<file path="src/rtl/memload_pkg.sv">
// Shared types and constants for the framed-stream memory loader.
// LOADER_CHECKSUM_EN adds a trailing XOR checksum byte to I/D frames.
package memload_pkg;

    typedef enum logic [2:0] {
        IDLE,
        ADDR,
        CNT,
        DATA,
        WRITE,
        CSUM,
        RUN
    } state_e;

    localparam logic [7:0] HDR_IMEM = 8'h49;
    localparam logic [7:0] HDR_DMEM = 8'h44;
    localparam logic [7:0] HDR_GO   = 8'h47;

    localparam int BYTES_PER_WORD = 4;

    function automatic logic is_ready_state(state_e s);
        return s inside {IDLE, ADDR, CNT, DATA, CSUM};
    endfunction

endpackage

</file>
<file path="src/rtl/mem_loader_if.sv">
// Byte stream in, memory write port out.
// slave = loader side, master = host/memory side.
interface mem_loader_if #(
    parameter int ADDR_W = 16
);
    logic              in_valid;
    logic [7:0]        in_data;
    logic              in_ready;
    logic              mem_we;
    logic              mem_sel;
    logic [ADDR_W-1:0] mem_addr;
    logic [31:0]       mem_wdata;

    modport slave (
        input  in_valid,
        input  in_data,
        output in_ready,
        output mem_we,
        output mem_sel,
        output mem_addr,
        output mem_wdata
    );

    modport master (
        output in_valid,
        output in_data,
        input  in_ready,
        input  mem_we,
        input  mem_sel,
        input  mem_addr,
        input  mem_wdata
    );
endinterface

</file>
<file path="src/rtl/word_assembler.sv">
// Big-endian 8->32 shift register; first byte lands in bits [31:24].
// word_full pulses with the handshake of the last byte of a word.
module word_assembler
    import memload_pkg::*;
(
    input  logic        clk,
    input  logic        reset,
    input  logic        clear,
    input  logic        byte_en,
    input  logic [7:0]  byte_in,
    output logic [31:0] word,
    output logic        word_full
);

    localparam logic [1:0] LAST = 2'(BYTES_PER_WORD - 1);

    logic [1:0]  idx_q, idx_d;
    logic [31:0] word_q, word_d;

    always_ff @(posedge clk or negedge reset) begin
        if (!reset) begin
            idx_q  <= '0;
            word_q <= '0;
        end else begin
            idx_q  <= idx_d;
            word_q <= word_d;
        end
    end

    always_comb begin
        idx_d  = idx_q;
        word_d = word_q;
        if (clear) begin
            idx_d = '0;
        end else if (byte_en) begin
            word_d = {word_q[23:0], byte_in};
            idx_d  = idx_q + 2'd1;
        end
    end

    assign word      = word_q;
    assign word_full = byte_en & ~clear & (idx_q == LAST);

endmodule

</file>
<file path="src/rtl/mem_loader.sv">
// Framed-stream boot loader: writes imem/dmem words, releases cpu on GO.
// LOADER_CHECKSUM_EN: I/D frames end in an XOR checksum byte.
module mem_loader
    import memload_pkg::*;
#(
    parameter int ADDR_W = 16,
    parameter int CNT_W  = 16
) (
    input  logic         clk,
    input  logic         reset,
    mem_loader_if.slave  bus,
    output logic         cpu_reset,
    output logic         err,
    output logic         done
);

`ifdef LOADER_CHECKSUM_EN
    localparam state_e TAIL = CSUM;
`else
    localparam state_e TAIL = IDLE;
`endif

    state_e             state_q, state_d;
    logic               live_q;
    logic               hi_q, hi_d;
    logic               sel_q, sel_d;
    logic               err_q, err_d;
    logic [ADDR_W-1:0]  addr_q, addr_d;
    logic [CNT_W-1:0]   cnt_q, cnt_d;
`ifdef LOADER_CHECKSUM_EN
    logic [7:0]         csum_q, csum_d;
`endif

    logic               hs;
    logic               is_load_hdr;
    logic [CNT_W-1:0]   cnt_shift;
    logic [31:0]        word;
    logic               word_full;

    assign hs          = bus.in_valid & bus.in_ready;
    assign is_load_hdr = (bus.in_data == HDR_IMEM) ||
                         (bus.in_data == HDR_DMEM);
    assign cnt_shift   = CNT_W'({cnt_q[7:0], bus.in_data});

    word_assembler u_wa (
        .clk       (clk),
        .reset     (reset),
        .clear     (state_q == IDLE),
        .byte_en   (hs && state_q == DATA),
        .byte_in   (bus.in_data),
        .word      (word),
        .word_full (word_full)
    );

    always_ff @(posedge clk or negedge reset) begin
        if (!reset) begin
            state_q <= IDLE;
        end else begin
            state_q <= state_d;
        end
    end

    always_ff @(posedge clk or negedge reset) begin
        if (!reset) begin
            live_q <= 1'b0;
            hi_q   <= 1'b0;
            sel_q  <= 1'b0;
            err_q  <= 1'b0;
            addr_q <= '0;
            cnt_q  <= '0;
`ifdef LOADER_CHECKSUM_EN
            csum_q <= '0;
`endif
        end else begin
            live_q <= 1'b1;
            hi_q   <= hi_d;
            sel_q  <= sel_d;
            err_q  <= err_d;
            addr_q <= addr_d;
            cnt_q  <= cnt_d;
`ifdef LOADER_CHECKSUM_EN
            csum_q <= csum_d;
`endif
        end
    end

    always_comb begin
        state_d = state_q;
        unique case (state_q)
            IDLE: begin
                if (hs && is_load_hdr) begin
                    state_d = ADDR;
                end else if (hs && bus.in_data == HDR_GO) begin
                    state_d = RUN;
                end
            end
            ADDR: begin
                if (hs && hi_q) state_d = CNT;
            end
            CNT: begin
                if (hs && hi_q) begin
                    state_d = (cnt_shift == '0) ? TAIL : DATA;
                end
            end
            DATA: begin
                if (word_full) state_d = WRITE;
            end
            WRITE: begin
                state_d = (cnt_q == CNT_W'(1)) ? TAIL : DATA;
            end
            CSUM: begin
                if (hs) state_d = IDLE;
            end
            RUN: state_d = RUN;
            default: state_d = IDLE;
        endcase
    end

    always_comb begin
        hi_d   = hi_q;
        sel_d  = sel_q;
        err_d  = err_q;
        addr_d = addr_q;
        cnt_d  = cnt_q;
`ifdef LOADER_CHECKSUM_EN
        csum_d = csum_q;
        if (hs && state_q inside {ADDR, CNT, DATA}) begin
            csum_d = csum_q ^ bus.in_data;
        end
`endif
        unique case (state_q)
            IDLE: begin
                hi_d = 1'b0;
                if (hs && is_load_hdr) begin
                    sel_d  = (bus.in_data == HDR_DMEM);
                    addr_d = '0;
                    cnt_d  = '0;
`ifdef LOADER_CHECKSUM_EN
                    csum_d = bus.in_data;
`endif
                end else if (hs && bus.in_data != HDR_GO) begin
                    err_d = 1'b1;
                end
            end
            ADDR: begin
                if (hs) begin
                    hi_d   = ~hi_q;
                    addr_d = ADDR_W'({addr_q[7:0], bus.in_data});
                    // Word-aligned by construction: drop byte offset bits.
                    if (hi_q) addr_d[1:0] = 2'b00;
                end
            end
            CNT: begin
                if (hs) begin
                    hi_d  = ~hi_q;
                    cnt_d = cnt_shift;
                end
            end
            WRITE: begin
                addr_d = addr_q + ADDR_W'(BYTES_PER_WORD);
                cnt_d  = cnt_q - CNT_W'(1);
            end
            CSUM: begin
`ifdef LOADER_CHECKSUM_EN
                if (hs && bus.in_data != csum_q) err_d = 1'b1;
`endif
            end
            default: ;
        endcase
    end

    always_comb begin
        bus.in_ready  = live_q & is_ready_state(state_q);
        bus.mem_we    = (state_q == WRITE);
        bus.mem_sel   = sel_q;
        bus.mem_addr  = addr_q;
        bus.mem_wdata = word;
        done          = (state_q == RUN);
        cpu_reset     = (state_q != RUN);
        err           = err_q;
    end

endmodule

</file>
<file path="src/flat_wrapper.sv">
// flat-port wrapper written by rule: the top's interface ports become plain ports
module mem_loader_flat import memload_pkg::*;
#(
    parameter int ADDR_W = 16,
    parameter int CNT_W  = 16
)
  (clk, reset, cpu_reset, err, done, bus_in_valid, bus_in_data, bus_in_ready, bus_mem_we, bus_mem_sel, bus_mem_addr, bus_mem_wdata);
  mem_loader_if #(.ADDR_W(ADDR_W)) bus_i ();
  input  logic clk;
  input  logic reset;
  output logic cpu_reset;
  output logic err;
  output logic done;
  input wire logic [$bits(bus_i.in_valid)-1:0] bus_in_valid;
  input wire logic [$bits(bus_i.in_data)-1:0] bus_in_data;
  output wire logic [$bits(bus_i.in_ready)-1:0] bus_in_ready;
  output wire logic [$bits(bus_i.mem_we)-1:0] bus_mem_we;
  output wire logic [$bits(bus_i.mem_sel)-1:0] bus_mem_sel;
  output wire logic [$bits(bus_i.mem_addr)-1:0] bus_mem_addr;
  output wire logic [$bits(bus_i.mem_wdata)-1:0] bus_mem_wdata;
  assign bus_i.in_valid = bus_in_valid;
  assign bus_i.in_data = bus_in_data;
  assign bus_in_ready = bus_i.in_ready;
  assign bus_mem_we = bus_i.mem_we;
  assign bus_mem_sel = bus_i.mem_sel;
  assign bus_mem_addr = bus_i.mem_addr;
  assign bus_mem_wdata = bus_i.mem_wdata;
  mem_loader #(.ADDR_W(ADDR_W), .CNT_W(CNT_W)) u_core (.clk(clk), .reset(reset), .bus(bus_i), .cpu_reset(cpu_reset), .err(err), .done(done));
endmodule
</file>
<file path="config.mk">
export PLATFORM = sky130hd
export DESIGN_NAME = mem_loader_flat
export DESIGN_NICKNAME = d
export VERILOG_FILES = /design/src/rtl/memload_pkg.sv /design/src/rtl/mem_loader_if.sv /design/src/rtl/word_assembler.sv /design/src/rtl/mem_loader.sv /design/src/flat_wrapper.sv
export SDC_FILE = /design/constraint.sdc
export NUM_CORES = 1
export LEC_CHECK = 0
export CAP_MARGIN = 0
export CORE_MARGIN = 2
export CORE_UTILIZATION = 45
export DETAILED_ROUTE_END_ITERATION = 12
export DONT_BUFFER_PORTS = 1
export GPL_ROUTABILITY_DRIVEN = 0
export PLACE_DENSITY = 0.63
export SYNTH_ARGS = -nofsm -noshare
export SYNTH_HDL_FRONTEND = slang
export SYNTH_SLANG_ARGS = --single-unit
export TNS_END_PERCENT = 1
</file>
<file path="constraint.sdc">
create_clock -name clk -period 5.68 [get_ports clk]
set_clock_uncertainty 0.1 [all_clocks]
set_input_delay 0 -clock clk [delete_from_list [all_inputs] [get_ports clk]]
set_output_delay 0 -clock clk [all_outputs]
set_load 0.01 [all_outputs]
</file>
**After elaboration in Yosys (flattened, before gate mapping)**

Index checks and enable logic that the tools add are counted.

- Register bits: 73
- Bits of input ports: 11
- Output and inout port bits: 54
- Word-level logic and storage cells: 81

- Add/subtract/negate cells: 3
- Equal/unequal tests: 22
- Muxes and demuxes: 19
- Bitwise operators: 7
- Reductions and logical operators: 21

Operator list:

| cell | number |
|---|---|
| $pmux 16 s3 | 2 |
| $mux 16 | 3 |
| $eq 8x7->1 const B | 3 |
| $pmux 3 s7 | 1 |
| $mux 3 | 6 |
| $add 16x3->16 const B | 1 |
| $eq 16x1->1 const B | 1 |
| $logic_not 16->1 | 1 |
| $sub 16x1->16 const B | 1 |
| $ne 2x1->1 const B | 7 |
| $mux 2 | 5 |
| $eq 3x3->1 const B | 3 |
| $reduce_and 3->1 | 3 |
| $ne 8x7->1 const B | 1 |
| $eq 3x2->1 const B | 2 |
| $reduce_and 2->1 | 3 |
| $reduce_bool 3->1 | 2 |
| $logic_and 1x1->1 | 5 |
| $reduce_and 5->1 | 1 |
| $reduce_bool 5->1 | 1 |
| $and 1x1->1 | 4 |
| $reduce_bool 2->1 | 2 |
| $eq 3x1->1 const B | 1 |
| $logic_not 3->1 | 1 |
| other kinds (10) | 12 |

**Logic depth before layout (Yosys ltp)**

Gate-level depths: netlist of run 1.

- Depth in word-level cells: 9
- Gate-level depth with buffers: 8
- Gate-level depth less buffers: 7

**Cells and area by module**

Synthesis of run 1 repeated with hierarchy kept, for this count alone.

- Cell total of the unflattened synthesis: 386
- Area, all modules: 3967.6 um2

By module, submodules not included:

| module | times used | cells each | area each (um2) | seq. area each (um2) |
|---|---|---|---|---|
| mem_loader | 1 | 309 | 2517.4 | 975.9 |
| word_assembler | 1 | 77 | 1450.1 | 850.8 |

**Worst setup path after synthesis of run 1**

Ideal clock, no wire load.

- Path kind: register to register
- Start: register u_core.cnt_q[0]
- End: register u_core.cnt_q[12]
- Setup time: 130 ps
- Arrival time: 1974 ps
- Data required time: 5450 ps
- Setup slack: 3476 ps
- Cell stages (with the launch flop): 8
- Buffers on the path: 0
- Clock period less this slack: 2204 ps
- Cells stage by stage: dfrtp_1 inv_1 ha_1 or3b_1 or3_1 or3_1 a21oi_2 a31oi_1

- Longest elaborated chain between the ends: 2

Ends and longest elaborated chain:

| element | line | text |
|---|---|---|
| start, declared | mem_loader.sv:29 | `logic [CNT_W-1:0] cnt_q, cnt_d;` |
| start signal, assigned | mem_loader.sv:80 | `cnt_q <= cnt_d;` |
| $sub 16x1->16 | mem_loader.sv:161 | `cnt_d = cnt_q - CNT_W'(1);` |
| $pmux 16 s3 | mem_loader.sv:131 | `unique case (state_q)` |

No other way between the ends.
A chain may end at the register's enable or synchronous reset.

**Final worst setup path of run 1**

- Start: register u_core.state_q[0]
- End: register u_core.state_q[0]

- Elaborated cells between the ends (all ways): 25
- Classes of those cells: eq/ne (11); mux (2); bitwise (5); reduce/logical (7)

RTL lines:

| element | line | text |
|---|---|---|
| start, declared | mem_loader.sv:23 | `state_e state_q, state_d;` |
| start signal, assigned | mem_loader.sv:59 | `state_q <= state_d;` |
| $eq 3x3->1 | -- |  |
| via bus_mem_we | flat_wrapper.sv:17 | `output wire logic [$bits(bus_i.mem_we)-1:0] bus_mem_we;` |
| $pmux 3 s7 | mem_loader.sv:89 | `unique case (state_q)` |

The timed path passes the listed nets, and every way through them passes these cells.

==> out/results.tsv, run 1 <==
metric	value	unit
outcome	finished, final reports clean	
peakVddDrop	0.000207	V
post_cts_buffers	0	
cts_tree	done	
critPathMaxFanout	39	
dp_hpwl	5.97	mm
cp.required	5820	ps
hold_class	in -> reg	
timing.slew.headroom	23.4	%
grt.total_usage	21.4	%
postRouteWirelength	9.40	mm
clk_pin_slew	90	ps
yosysWarnings	0	
slew_violations	0	
grt_max_degree	74	
cts.htree.levels	3	
vias	3038	
power.net_switching	0.000917	W
via_per_inst	6.08	
hold_viol	0	
ant_nets	0	
ys.flop_type	dfrtp_1	
synth.area.top_cells	dfrtp_1 (48%), o21ai_1 (6.8%), mux2_2 (6.5%)	
avgSynthCellArea	9.87	µm²
nNetsFinal	406	
drc_errors	0	
drive_gt1_share	12.9	%
tns	0	ps
syn_inst	387	
cts_buffers	9	
syn-cell-area	0.00382	mm²
synth.most_common_cell	dfrtp_1	
p_int	0.00114	W
path_cells	nor2_1, nand2_1, buf_4, inv_1, o21ai_1, nand3b_1, mux2_2	
start_util	46.5	%
rsz0062_at_grt	no	
grt_pass1_vias	2923	
die_w	96.1	µm
p_leak	1.75	nW
fillers	747	
drv_cap	0	
wl_per_cell	18.8	µm
die_area	0.00924	mm²
finalSetupViolCount	0	
synthDominantCellAreaShare	47.8	%
synthTopCellsByCount	dfrtp_1 (73), o21ai_1 (52), nor2_1 (28), a21oi_1 (26), nand2_1 (23)	
setup_ws	3160	ps
start_kind	register	
pwr-share-seq	47.2	%
power.density	493	mW/mm²
drtPass1Iterations	4	
seq_area_frac_synth	47.8	%
max_freq	397	MHz
diodes	0	
clockBufferDepth	2	
antenna_found_initial	0	
switching_share	44.6	%
drt-initial-drc-count	145	
synth_seq_cells	73	
post-place-ws	3210	ps
crit_arrival	2660	ps
period_needed	2520	ps
overflow	0	
portBuffers	0	
synth.distinct_cells	53	
clkPwrFrac	18.9	%
worstSkewPairLatency	360	ps
combPwrFrac	33.9	%
syn-num-nets	403	
slowest_stage	dfrtp_1	
crit_path_max_incr_delay	640	ps
grt_pass1_wl	15.1	mm
worst_pin_slew	1150	ps
rows	33	
fp.dieH	96.1	µm
cts.sinks	73	
end_kind	register	
fin_crit_sh	44.3	%
ys_async_sr_fraction	100	%
fp.coreArea	0.00822	mm²
yosysTopAreaCell	dfrtp_1	
synth_edf_count	0	
final_core_util	50.7	%
root_buffer	clkbuf_8	
syn2layout_area_growth	9.17	%
critPathKind	reg -> reg	
ios	65	
area by class of cell:
class                      count  area (µm²)  share of cell area [%]
sequential                    73        1830                    43.8
inverter                      10        37.5                   0.900
tap                          105         131                    3.15
timing repair buffer          13         143                    3.42
multi-input combinational    283        1850                    44.3
clock buffer                   9         124                    2.97
clock inverter                 7        60.1                    1.44
cell usage in the layout, fill, tap and decap left out, drive strengths merged, types with 4 or more instances in the layout:
cell          n
a22oi        10
nor2         28
a32oi         6
a31oi         8
inv          14
or3           5
o21ai        57
a21oi        29
dlygate4sd3  10
clkbuf        9
nand2b        5
mux2         35
ha            5
nor2b         4
nor3         14
dfrtp        73
nor4         10
nand2        23
critical path, delay by kind of cell, from the launching register on:
family | cells | cell delay (ps)
muxes | 1 | 260
AOI/OAI and AO/OA | 1 | 290
and+or+nand+nor | 3 | 280
DFF | 1 | 640
buffers and inverters | 2 | 800
cells by family after synthesis:
kind of cell	after synthesis	synth area share, %
flops	73	47.8
buf+inv	31	3.87
fa+ha+maj	6	1.90
xor+xnor	1	0.229
mux	35	10.3
compound gates	129	20.6
other cells	1	0.0982
simple gates	111	15.1
worst paths after layout:
check | endpoint | depth (start not counted) | slack [ps] | from
max | u_core.state_q[0] | 7 | 3160 | u_core.state_q[0]
min | u_core.err | 4 | 20 | bus_in_data[5]
max reg2reg | u_core.state_q[0] | 7 | 3160 | u_core.state_q[0]
min reg2reg | u_core.cnt_q[14] | 2 | 400 | u_core.cnt_q[14]
max in group asynchronous | u_core.cnt_q[5] | 2 | 5080 | reset
min in group asynchronous | u_core.cnt_q[11] | 2 | 70 | reset
power groups by stage:
stage | registers (W) | logic [W] | clock network (W)
after detailed placement | 0.000980 | 0.000673 | 0
after global routing | 0.00100 | 0.000790 | 0.000420
after CTS | 0.000970 | 0.000697 | 0.000396
after global placement | 0.000972 | 0.000658 | 0
after floorplan | 0.000886 | 0.000615 | 0
final | 0.000970 | 0.000697 | 0.000388
metrics by stage:
| step | power (W) | area, µm² | std cells | hold WS [ps] |
|---|---|---|---|---|
| final | 0.00205 | 4170 | 500 | 15.9 |
| after global routing | 0.00221 | 4170 | 500 | 31.7 |
| after CTS | 0.00206 | 4170 | 500 | 2.50 |
| after detailed placement | 0.00165 | 3860 | 473 | -392 |
| after global placement | 0.00163 | 3860 | 473 | -392 |
| after floorplan | 0.00150 | 3820 | 387 | -396 |
flip-flops by register name (all words and copies together) (netlist names):
| register | cells |
|---|---|
| u_core.hi_q | 1 |
| u_core.state_q | 3 |
| u_core.cnt_q | 16 |
| u_core.bus.mem_addr | 16 |
| u_core.u_wa.word | 32 |
| u_core.live_q | 1 |
| u_core.u_wa.idx_q | 2 |
| u_core.err | 1 |
| u_core.bus.mem_sel | 1 |
repair_timing:
action                                 4_1_cts  5_1_grt
endpoints found under the hold margin      104        0
resized for setup                            0        0
hold buffers                                11        0
layer usage:
layer / up-vias / GRT usage [%] / part of all wire [%]
li1: 1444 / - / -
met1: 1497 / 29.1 / 44
met2: 86 / 33.1 / 48
met3: 11 / 6.03 / 6.2
met4: 0 / 6.31 / 1.3
met5: - / 0 / 0
(Power assumes the default switching activity.)
==> run 2, diff against run 1 <==
==> constraint.sdc (replaced) <==
create_clock -name clk -period 2.4 [get_ports clk]
set_clock_uncertainty 0.1 [all_clocks]
set_input_delay 0 -clock clk [delete_from_list [all_inputs] [get_ports clk]]
set_output_delay 0 -clock clk [all_outputs]
set_load 0.01 [all_outputs]
==> out/results.tsv, run 2 (synthesized netlist as in run 1, its figures left out) <==
metric	value	unit
root_buffer	clkbuf_8	
fp.dieH	96.1	µm
cts.htree.levels	3	
p_leak	1.85	nW
hold_slack	28.7	ps
die_area	0.00924	mm²
grt_pass1_wl	15.1	mm
min_from	bus_in_data[5]	
diodes	0	
hold_viol	0	
cts_tree	done	
syn2layout_area_growth	13.6	%
worstSkewPairLatency	360	ps
combPwrFrac	37.7	%
path_cells	inv_1, ha_1, or3b_4, or3_4, or3_1, a21oi_2, a31oi_1	
clk_pin_slew	90	ps
cts_buffers	9	
dp_hpwl	6.11	mm
worst_pin_slew	533	ps
grt_pass1_vias	2921	
die_w	96.1	µm
end_kind	register	
fin_crit_sh	95.6	%
power	0.00522	W
drive_gt1_share	16.6	%
r2r_cells	7	
finalSetupViolCount	0	
cp_num_buf_inv	1	
pwr-share-seq	42.5	%
outcome	finished, final reports clean	
switching_share	42.7	%
postRouteWirelength	9.44	mm
rsz0062_at_grt	no	
ant_nets	0	
clkPwrFrac	19.8	%
ios	65	
grt.total_usage	21.6	%
drc_errors	0	
drv_cap	0	
layout_commonest_cell	dfrtp_1	
final_core_util	52.8	%
rows	33	
p_int	0.00299	W
drt-initial-drc-count	201	
crit_path_max_incr_delay	420	ps
cp.required	2530	ps
post_cts_buffers	0	
cts.sinks	73	
critPathKind	reg -> reg	
peakVddDrop	0.000599	V
critPathTopFamily	simple AND/OR/NAND/NOR gates	
start_util	46.5	%
power.net_switching	0.00223	W
slowest_stage	dfrtp_1	
critPathMaxFanout	4	
vias	3144	
slew_violations	0	
fillers	743	
wl_per_cell	18.3	µm
portBuffers	0	
largest_register_ffs	32	
start_kind	register	
nNetsFinal	421	
power.density	1200	mW/mm²
timing.rr.start	u_core.cnt_q[1]	
hold_class	in -> reg	
crit_arrival	2430	ps
timing.slew.headroom	64.5	%
regToRegSetupSlack	110	ps
final_cell_mix	dfrtp_1 (73), o21ai_1 (52), nor2_1 (27)	
r2r-end	u_core.cnt_q[12]	
period_needed	2290	ps
via_per_inst	6.10	
overflow	0	
clockBufferDepth	2	
hold-path-cell-count	5	
min_to	u_core.state_q[0]	
grt_max_degree	74	
fp.coreArea	0.00822	mm²
max_freq	436	MHz
drtPass1Iterations	5	
antenna_found_initial	0	
tns	0	ps
-- run 2: cell types whose count changed in the layout (fill, tap and decap cells not counted), sizes merged --
cell,change
clkinvlp,-1
buf,+15
bufinv,+1
-- run 2: layout make-up --
type                       instances  area, µm²  area share (%)
tap                              105        131            3.03
clock buffer                       9        124            2.86
clock inverter                     7       82.6            1.90
multi-input combinational        283       1850            42.8
sequential                        73       1830            42.1
inverter                          10       37.5           0.866
timing repair buffer              28        280            6.46
-- run 2: power groups by stage --
stage | clock network, W | logic, W | registers (W)
after CTS | 0.00105 | 0.00195 | 0.00222
final | 0.00103 | 0.00197 | 0.00222
after detailed placement | 0 | 0.00188 | 0.00224
after global placement | 0 | 0.00185 | 0.00223
after floorplan | 0 | 0.00146 | 0.00210
after global routing | 0.00111 | 0.00218 | 0.00230
-- run 2: stage by stage --
stage / worst slack [ps] / instances / area (µm²)
after floorplan: 196 / 387 / 3820
after detailed placement: 88.1 / 488 / 4000
after global placement: 128 / 488 / 4000
after global routing: 13.9 / 515 / 4340
after CTS: 60.1 / 515 / 4330
final: 106 / 515 / 4340
-- run 2: worst max path at each step --
stage               startpoint          endpoint  slack, ps  cells after the start
6_report       u_core.cnt_q[1]  u_core.cnt_q[12]        110                      7
5_1_grt        u_core.cnt_q[1]  u_core.cnt_q[12]         10                      7
4_1_cts        u_core.cnt_q[1]  u_core.cnt_q[12]         60                      7
3_5_place_dp   u_core.cnt_q[1]  u_core.cnt_q[12]         90                      7
3_3_place_gp   u_core.cnt_q[1]  u_core.cnt_q[12]        130                      7
2_1_floorplan  u_core.cnt_q[0]  u_core.cnt_q[12]        200                      7
-- run 2: what timing repair did --
| item | 4_1_cts | 5_1_grt |
|---|---|---|
| endpoints found under the hold margin | 104 | 0 |
| resized for setup | 0 | 2 |
| endpoints found under the setup margin | 0 | 1 |
| hold buffers | 11 | 0 |
-- run 2: layer usage --
metal  wire, µm  track usage [%]
met5          0                0
met4        257             9.64
met3        585             5.56
met2       4360             31.5
met1       4240             30.0
-- run 2: tightest hold or removal path, cell delays in order --
cell,delay (ps)
nor4_1,40
nand4_1,110
nand2_1,90
nand3b_1,80
mux2_2,140
